==> config.mk <==
export PLATFORM = sky130hd
export DESIGN_NAME = code_mem_boot_loader
export DESIGN_NICKNAME = d
export VERILOG_FILES = /design/src/rtl/code_mem_boot_loader.sv
export SDC_FILE = /design/constraint.sdc
export NUM_CORES = 1
export LEC_CHECK = 0
export BUFFER_PORTS_ARGS = -buffer_cell sky130_fd_sc_hd__clkbuf_2
export CAP_MARGIN = 15
export CORE_ASPECT_RATIO = 0.6
export CORE_MARGIN = 3
export CORE_UTILIZATION = 45
export CTS_BUF_LIST = sky130_fd_sc_hd__clkbuf_16
export DETAILED_ROUTE_END_ITERATION = 10
export PLACE_DENSITY = 0.77
export SLEW_MARGIN = 10
export SYNTH_ARGS = -nofsm -noshare
export SYNTH_HDL_FRONTEND = slang
export SYNTH_SLANG_ARGS = --single-unit
==> constraint.sdc <==
create_clock -name clk -period 3.2 [get_ports clk]
set_input_delay 0 -clock clk [delete_from_list [all_inputs] [get_ports clk]]
set_output_delay 0 -clock clk [all_outputs]
set_load 0.005 [all_outputs]
==> src/rtl/code_mem_boot_loader.sv <==
// Boot sequencer: copies the assembler ROM image into the CPU's writable
// code memory one word at a time and holds the CPU until the copy is complete.
module code_mem_boot_loader #(
  parameter int NUM_WORDS = 32,
  parameter int ADDR_W    = 5,
  parameter int WORD_W    = 16
) (
  input  logic              clk,
  input  logic              rst,
  input  logic              start,
  output logic [ADDR_W-1:0] rom_addr,
  input  logic [WORD_W-1:0] rom_data,
  output logic              imem_we,
  output logic [ADDR_W-1:0] imem_waddr,
  output logic [WORD_W-1:0] imem_wdata,
  input  logic              imem_ready,
  output logic              cpu_hold,
  output logic              busy,
  output logic              done,
  output logic [WORD_W-1:0] checksum
);

  typedef enum logic [1:0] {IDLE, FETCH, WRITE, DONE} state_t;

  localparam logic [ADDR_W-1:0] LAST_ADDR = ADDR_W'(NUM_WORDS - 1);

  state_t            state, state_nxt;
  logic [ADDR_W-1:0] addr;
  logic [WORD_W-1:0] data_q;
  logic [WORD_W-1:0] sum_q;
  logic              accept;
  logic              reload;

  // A write completes only when both sides agree in the same cycle.
  assign accept = (state == WRITE) && imem_ready;
  // start is only honoured when no copy is in flight.
  assign reload = start && ((state == IDLE) || (state == DONE));

  // State register.
  always_ff @(posedge clk) begin
    if (rst) state <= IDLE;
    else     state <= state_nxt;
  end

  // Next-state and handshake outputs.
  always_comb begin
    state_nxt  = state;
    imem_we    = 1'b0;
    busy       = 1'b0;
    done       = 1'b0;
    cpu_hold   = 1'b1;
    unique case (state)
      IDLE: begin
        if (start) state_nxt = FETCH;
      end
      FETCH: begin
        busy      = 1'b1;
        state_nxt = WRITE;
      end
      WRITE: begin
        busy    = 1'b1;
        imem_we = 1'b1;
        if (imem_ready) state_nxt = (addr == LAST_ADDR) ? DONE : FETCH;
      end
      DONE: begin
        done     = 1'b1;
        cpu_hold = 1'b0;
        if (start) state_nxt = FETCH;
      end
      default: state_nxt = IDLE;
    endcase
  end

  // Address, fetched word and running checksum; the write stays frozen
  // while the memory withholds ready.
  always_ff @(posedge clk) begin
    if (rst) begin
      addr   <= '0;
      data_q <= '0;
      sum_q  <= '0;
    end else if (reload) begin
      addr  <= '0;
      sum_q <= '0;
    end else begin
      if (state == FETCH) data_q <= rom_data;
      if (accept) begin
        sum_q <= sum_q + data_q;
        if (addr != LAST_ADDR) addr <= addr + ADDR_W'(1);
      end
    end
  end

  assign rom_addr   = addr;
  assign imem_waddr = addr;
  assign imem_wdata = data_q;
  assign checksum   = sum_q;

endmodule

Word-level counts from Yosys, hierarchy flattened. Cells that the tools add are included.

Register bits: 39. Latch bits: 0. RAM bits: 0. ROM bits: 0. Input port bits: 20. Output and inout port bits: 46. Logic and storage cells: 32. Memories: 0.

Add/sub/neg operators: 2. Multiply operators: 0. Div/mod/pow operators: 0. Order comparisons: 0. Eq/ne operators: 7. Shifts and indexed selects: 0. Muxes and demuxes: 8. Bitwise logic cells: 1. Reduce and logical (&&, ||, !) cells: 10.

Operator list (number): $add A16 B16 Y16 (1); $mux W2 (3); $pmux W2 S3 (1); $reduce_and A2 Y1 (3); $reduce_or A2 Y1 (3); $add A5 B1 Y5 const B (1); $eq A5 B5 Y1 const B (1); $ne A5 B5 Y1 const B (1); $eq A2 B2 Y1 const B (2); $mux W1 (4); $eq A2 B1 Y1 const B (1); $logic_and A1 B1 Y1 (2); $logic_not A2 Y1 (1); $ne A2 B1 Y1 const B (1); $ne A2 B2 Y1 const B (1); $logic_or A1 B1 Y1 (1); $not A1 Y1 (1).

Logic depth before layout (Yosys ltp). Gate-level depths: netlist of run 1.

Depth in word-level cells: 5. Mapped depth: 8.

Least setup slack after synthesis of run 1. OpenSTA, ideal clock, no wires.

Path type: register -> register. From: register data_q[0], in the netlist imem_wdata[0]. To: register sum_q[12], in the netlist checksum[12]. Library setup time: 120 ps. Arrival time: 2181 ps. Required time: 3080 ps. Slack: 899 ps. Cell stages (with the launch flop): 9. Path buffers: 0. Path through: dfxtp_1 > ha_1 > fa_1 > a21o_2 > a311oi_2 > o21ai_2 > a311oi_2 > nor4_1 > a211o_1.

Cells in the longest elaborated chain, start to end: 1.

Ends and longest elaborated chain: start, declared (RTL line 29) `logic [WORD_W-1:0] data_q;`; start signal, assigned (RTL line 85) `if (state == FETCH) data_q <= rom_data;`; $add A16 B16 Y16 (RTL line 87) `sum_q <= sum_q + data_q;`; end signal, assigned (RTL line 87); end, declared (RTL line 30) `logic [WORD_W-1:0] sum_q;`.

Every way passes these cells. A chain may end at the register's enable or synchronous reset.

Final worst setup path of run 1. Ends and elaborated chain as after synthesis.

==> flow_metrics.tcl, run 1 <==
set metrics [dict create \
    cts-root-buf "clkbuf_16" \
    worst_slew_pin_slew_ns 1.016 \
    syn_area_per_cell_sq_um 8.682 \
    mostFrequentLayoutCell "clkbuf_2" \
    ctsResizeCount 0 \
    core_area_sq_um 4707 \
    p_leak_nw 1.344 \
    seqCellArea_sq_um 780.7 \
    syn2layout_area_growth_pct 27.77 \
    initial_core_util_pct 48.14 \
    gp_congestion 0.9338 \
    dp_cells 373 \
    tritoncts "done" \
    clk_latency_ns 0.28 \
    fill_cells 423 \
    path_buf_inv 0 \
    drt-total-wl_microns 5813 \
    netlist_area_sq_um 2266 \
    clock_skew_ns 0.005014 \
    postRouteAntennaNets 0 \
    syn_nets 303 \
    fin_crit_sh_pct 77.19 \
    drt_iter0_drc 169 \
    numCtsBuffers 5 \
    tns_ns 0 \
    cts_num_sinks 39 \
    crit_path_max_incr_delay_ns 0.40 \
    clk_pin_slew_ns 0.06 \
    slew_headroom_pct 32.29 \
    post_drt_wl_per_cell_microns 14.64 \
    timing_hold_violations_final 0 \
    drive_gt1_share_pct 24.25 \
    antenna_found_initial 0 \
    ys_warn_count 0 \
    die-area_sq_um 5951 \
    die_h_microns 60.97 \
    dr.pass1.iters 4 \
    vias_per_cell 5.327 \
    clockBufferDepth 2 \
    slew_viol_final 0 \
    grt_util_all_layers_pct 20.12 \
    nNetsFinal 375 \
    post_cts_buffers 0 \
    crit_required_ns 3.37 \
    layoutNonFillerInstCount 397 \
    multi_input_area_sq_um 1356 \
    worstPathMaxFanout 3 \
    pre_cts_slack_ns 0.7542 \
    synth_cell_types 45 \
    finalSetupViolCount 0 \
    max_cap_violations 0 \
    finalCriticalPeriod_ns 2.470 \
    slowest_stage "fa_1" \
    layout_common_cells "65 x clkbuf_2, 39 x dfxtp_1, 30 x nand2_1" \
    insertedDiodeCount 0 \
    num_vias 2115 \
    fmax_mhz 404.9 \
    grt_pass1_vias 1903 \
    p_per_area_nw_per_um2 591.7 \
    path_cells "ha_1 -> fa_1 -> a21o_2 -> a311oi_2 -> o21ai_2 -> a311oi_2 -> nor4_1 -> a211o_1" \
    rows 19 \
    yosysSeqAreaShare_pct 34.46 \
    grt_setup_unrepaired "false" \
    p_total_w 0.001713 \
    critical_path_class "reg2reg" \
    synth-seq-cells 39 \
    synthCells 261 \
    r2r_slack_ns 0.73 \
    status "finished, final reports clean" \
    synth_flop_cell "dfxtp_1" \
    cp-end-kind "flip-flop" \
    grt_overflow 0 \
    worstSetupStartpointType "flip-flop" \
    fin_ws_ns 0.7300 \
    peakVddDrop_mv 0.5371 \
    die_w_microns 97.61 \
    io_buffers 65 \
    dpl.hpwl_microns 4214 \
    htree_levels 2 \
    grt_pass1_wl_microns 9473 \
    path_delay_family "compound AO/OA/AOI/OAI gates" \
    synthArstFlopShare_pct 0 \
    critPathMostFrequentCell "a311oi_2" \
    hold_path_class "in2reg" \
    ioPinCount 66 \
    drc_errors 0 \
    grt_max_degree 23 \
    synth_edf_count 0 \
    cp.arrival_ns 2.64 \
]
-- registers in the layout, summed over array words and instances, names as in the netlist --
signal,flops
checksum,16
state,2
imem_wdata,16
imem_waddr,5
-- worst register-to-register path, cell delays in order (launching register included) --
cell and delay, ns:
dfxtp_1 0.33, ha_1 0.23, fa_1 0.40, a21o_2 0.26
a311oi_2 0.37, o21ai_2 0.14, a311oi_2 0.32, nor4_1 0.07
a211o_1 0.25
-- power breakdown --
part           leakage, nW  internal [W]  switching (W)
Combinational        0.946      0.000238       0.000314
Clock               0.0812      0.000363       0.000190
Sequential           0.317      0.000549      0.0000594
Total                 1.34       0.00115       0.000563
-- kinds of logic (layout without fill, tap and decap cells) --
family | count (synthesis) | in the layout | synth area share, %
muxes | 17 | 17 | 7.510
adders and majority gates | 22 | 22 | 12.48
DFF | 39 | 39 | 34.46
AOI/OAI and AO/OA | 64 | 64 | 18.33
xor gates and xnor gates | 12 | 12 | 4.638
buffers and inverters | 23 | 96 | 5.687
and+or+nand+nor | 84 | 84 | 16.90
-- per-stage QoR --
stage / cell area (sq um) / hold WS [ns] / utilization, %
6_report: 2895 / 0.2230 / 61.51
5_1_grt: 2895 / 0.2549 / 61.51
4_1_cts: 2895 / 0.2334 / 61.51
3_5_place_dp: 2571 / 0.2430 / 54.63
3_3_place_gp: 2571 / 0.2389 / 54.63
2_1_floorplan: 2266 / 0.1472 / -
-- synth_stat cells, drive strengths merged, types with 5 or more instances --
cell / count / area, sq um
dfxtp: 39 / 780.8
nand2: 30 / 112.6
nor2: 29 / 108.9
a21oi: 24 / 120.1
ha: 21 / 262.8
mux2i: 17 / 170.2
o21ai: 14 / 73.82
buf: 9 / 70.07
xnor2: 8 / 70.07
clkbuf: 7 / 27.52
a21o: 6 / 47.55
and3: 6 / 40.03
inv: 6 / 22.52
nand3: 5 / 25.02
-- area by class of cell --
class	instances	area share (%)
multi-input cells	199	46.85
flip-flops and latches	39	26.97
repair buffers	82	17.03
clock buffers	5	4.322
well taps	63	2.723
clock inverters	3	1.340
inverters	6	0.7779
-- timing repair --
action	in CTS	in global routing
hold endpoints to repair	16	0
endpoints found under the setup margin	0	0
hold buffers	16	0
-- final timing paths --
check                                endpoint  cells after the start     startpoint
worst min-delay path            imem_wdata[1]                      2            rst
worst min register to register   checksum[15]                      2   checksum[15]
worst max-delay path             checksum[12]                      8  imem_wdata[0]
worst max register to register   checksum[12]                      8  imem_wdata[0]
-- routing by layer --
layer	GRT usage, %	share of wire [%]	vias up	wire (microns)
met5	0	0	-	0
met4	5.523	0.28	0	16
met3	5.281	7.1	2	412
met2	28.92	40	71	2354
met1	29.75	52	969	3030
li1	-	-	1073	-
(Power assumes the default switching activity.)
==> inputs of run 2 (changes only) <==
--- a/config.mk
+++ b/config.mk
@@ -12,7 +12,7 @@
 export CORE_UTILIZATION = 45
 export CTS_BUF_LIST = sky130_fd_sc_hd__clkbuf_16
 export DETAILED_ROUTE_END_ITERATION = 10
-export PLACE_DENSITY = 0.77
+export PLACE_DENSITY = 0.8
 export SLEW_MARGIN = 10
 export SYNTH_ARGS = -nofsm -noshare
 export SYNTH_HDL_FRONTEND = slang
==> constraint.sdc (replaced) <==
create_clock -name clk -period 2 [get_ports clk]
set_input_delay 0 -clock clk [delete_from_list [all_inputs] [get_ports clk]]
set_output_delay 0 -clock clk [all_outputs]
set_load 0.005 [all_outputs]
==> flow_metrics.tcl, run 2 (synthesis results as in run 1) <==
set metrics [dict create \
    mostFrequentLayoutCell "clkbuf_2" \
    drive_gt1_share_pct 36.64 \
    gp_congestion 0.9174 \
    worst_slew_pin_slew_ns 0.4656 \
    drc_errors 0 \
    drt_iter0_drc 120 \
    numCtsBuffers 5 \
    path_cells "ha_4 -> fa_2 -> a21o_4 -> a311oi_4 -> o21ai_2 -> a311oi_2 -> nor4_2 -> a211o_1" \
    crit_path_max_incr_delay_ns 0.36 \
    die-area_sq_um 5951 \
    layout_common_cells "65 x clkbuf_2, 36 x dfxtp_1, 32 x buf_4" \
    io_buffers 65 \
    grt_overflow 0 \
    wl_met1_microns 2872 \
    die_w_microns 97.61 \
    vias_per_cell 5.345 \
    grt_setup_unrepaired "true" \
    grt_pass1_wl_microns 9818 \
    status "finished with violations" \
    cp-end-kind "flip-flop" \
    cp.arrival_ns 2.33 \
    antenna_found_initial 0 \
    violations "negative setup slack" \
    ioPinCount 66 \
    highest_layer "met4" \
    insertedDiodeCount 0 \
    nNetsFinal 405 \
    postRouteAntennaNets 0 \
    grt_pass1_vias 2065 \
    fin_crit_sh_pct 107.9 \
    htree_levels 2 \
    grt_util_all_layers_pct 20.64 \
    peakVddDrop_mv 0.6614 \
    clockBufferDepth 2 \
    timing_hold_violations_final 0 \
    clk_pin_slew_ns 0.05 \
    p_per_area_nw_per_um2 852.3 \
    clk_latency_ns 0.28 \
    die_h_microns 60.97 \
    p_leak_nw 1.475 \
    core_area_sq_um 4707 \
    clock_skew_ns 0.002983 \
    initial_core_util_pct 48.14 \
    pre_cts_slack_ns -0.1623 \
    finalCriticalPeriod_ns 2.157 \
    rows 19 \
    max_cap_violations 0 \
    fin_ws_ns -0.1572 \
    drt-total-wl_microns 6393 \
    cts-root-buf "clkbuf_16" \
    hold_path_class "in2reg" \
    slowest_stage "fa_2" \
    dr.pass1.iters 4 \
    critical_path_class "reg2reg" \
    worstPathMaxFanout 2 \
    routed-wl-met3_microns 440 \
    cts_num_sinks 39 \
    post_drt_wl_per_cell_microns 15.01 \
    slew_viol_final 0 \
    tns_ns -0.2251 \
    grt_max_degree 21 \
    syn2layout_area_growth_pct 43.84 \
    dpl.hpwl_microns 4347 \
    slew_headroom_pct 68.96 \
    num_vias 2277 \
    wl_met2_microns 2971 \
    finalSetupViolCount 3 \
    fmax_mhz 463.6 \
    crit_required_ns 2.17 \
    tritoncts "done" \
    worstSetupStartpointType "flip-flop" \
]
==> run 2: cell count changes in the layout (fill, tap and decap cells not counted), sizes merged <==
cell         previous run  this run
buf                     1        32
bufinv                  1         0
dlygate4sd3            16        15
==> run 2: through the flow <==
stage	util, %	hold WS (ns)	instance area, sq um	power, W	instances
final	69.25	0.01624	3259	0.002778	426
after detailed placement	59.36	0.2444	2794	0.001934	402
after floorplan	-	0.1472	2271	0.001581	261
after CTS	67.12	0.02287	3159	0.002736	425
after global routing	69.25	0.04654	3259	0.002945	426
after global placement	59.36	0.2340	2794	0.001904	402
==> run 2: worst max-delay path: cells and delay by family, from the launching register on <==
family                   cells  cell delay (ns)
flip-flops                   1             0.33
AND/OR/NAND/NOR              1             0.06
adder cells (fa/ha/maj)      2             0.52
AO/OA/AOI/OAI                5             1.12
==> run 2: area by class of cell <==
type | instances | area [sq um]
clock buffers | 5 | 125.1
clock inverters | 2 | 8.758
fillers | 391 | 1448
inverters | 6 | 22.52
multi-input cells | 199 | 1524
flip-flops and latches | 39 | 784.5
well taps | 63 | 78.83
repair buffers | 112 | 715.7
==> run 2: per-layer routing <==
| metal | up-vias | global-route usage, % |
|---|---|---|
| li1 | 1135 | - |
| met1 | 1042 | 27.79 |
| met2 | 86 | 34.18 |
| met3 | 14 | 4.592 |
| met4 | 0 | 5.720 |
| met5 | - | 0 |
==> run 2: final timing paths <==
check,cells after the start,from,slack [ns],end
worst max-delay path,8,imem_wdata[0],-0.16,checksum[12]
worst min-delay path,3,rom_data[2],0.02,imem_wdata[2]
worst max register to register,8,imem_wdata[0],-0.16,checksum[12]
worst min register to register,2,checksum[15],0.48,checksum[15]
==> run 2: repair_timing <==
action,in CTS,in global routing
setup buffers,2,1
setup endpoints to repair,7,7
endpoints found under the hold margin,15,0
gates resized for setup,14,20
hold buffers,15,0
pin swaps,4,11
==> run 2: power breakdown <==
group,internal [W],switching [W],leakage (nW)
clock network,0.000448,0.000296,0.0671
registers,0.000879,0.000102,0.318
logic,0.000499,0.000554,1.09
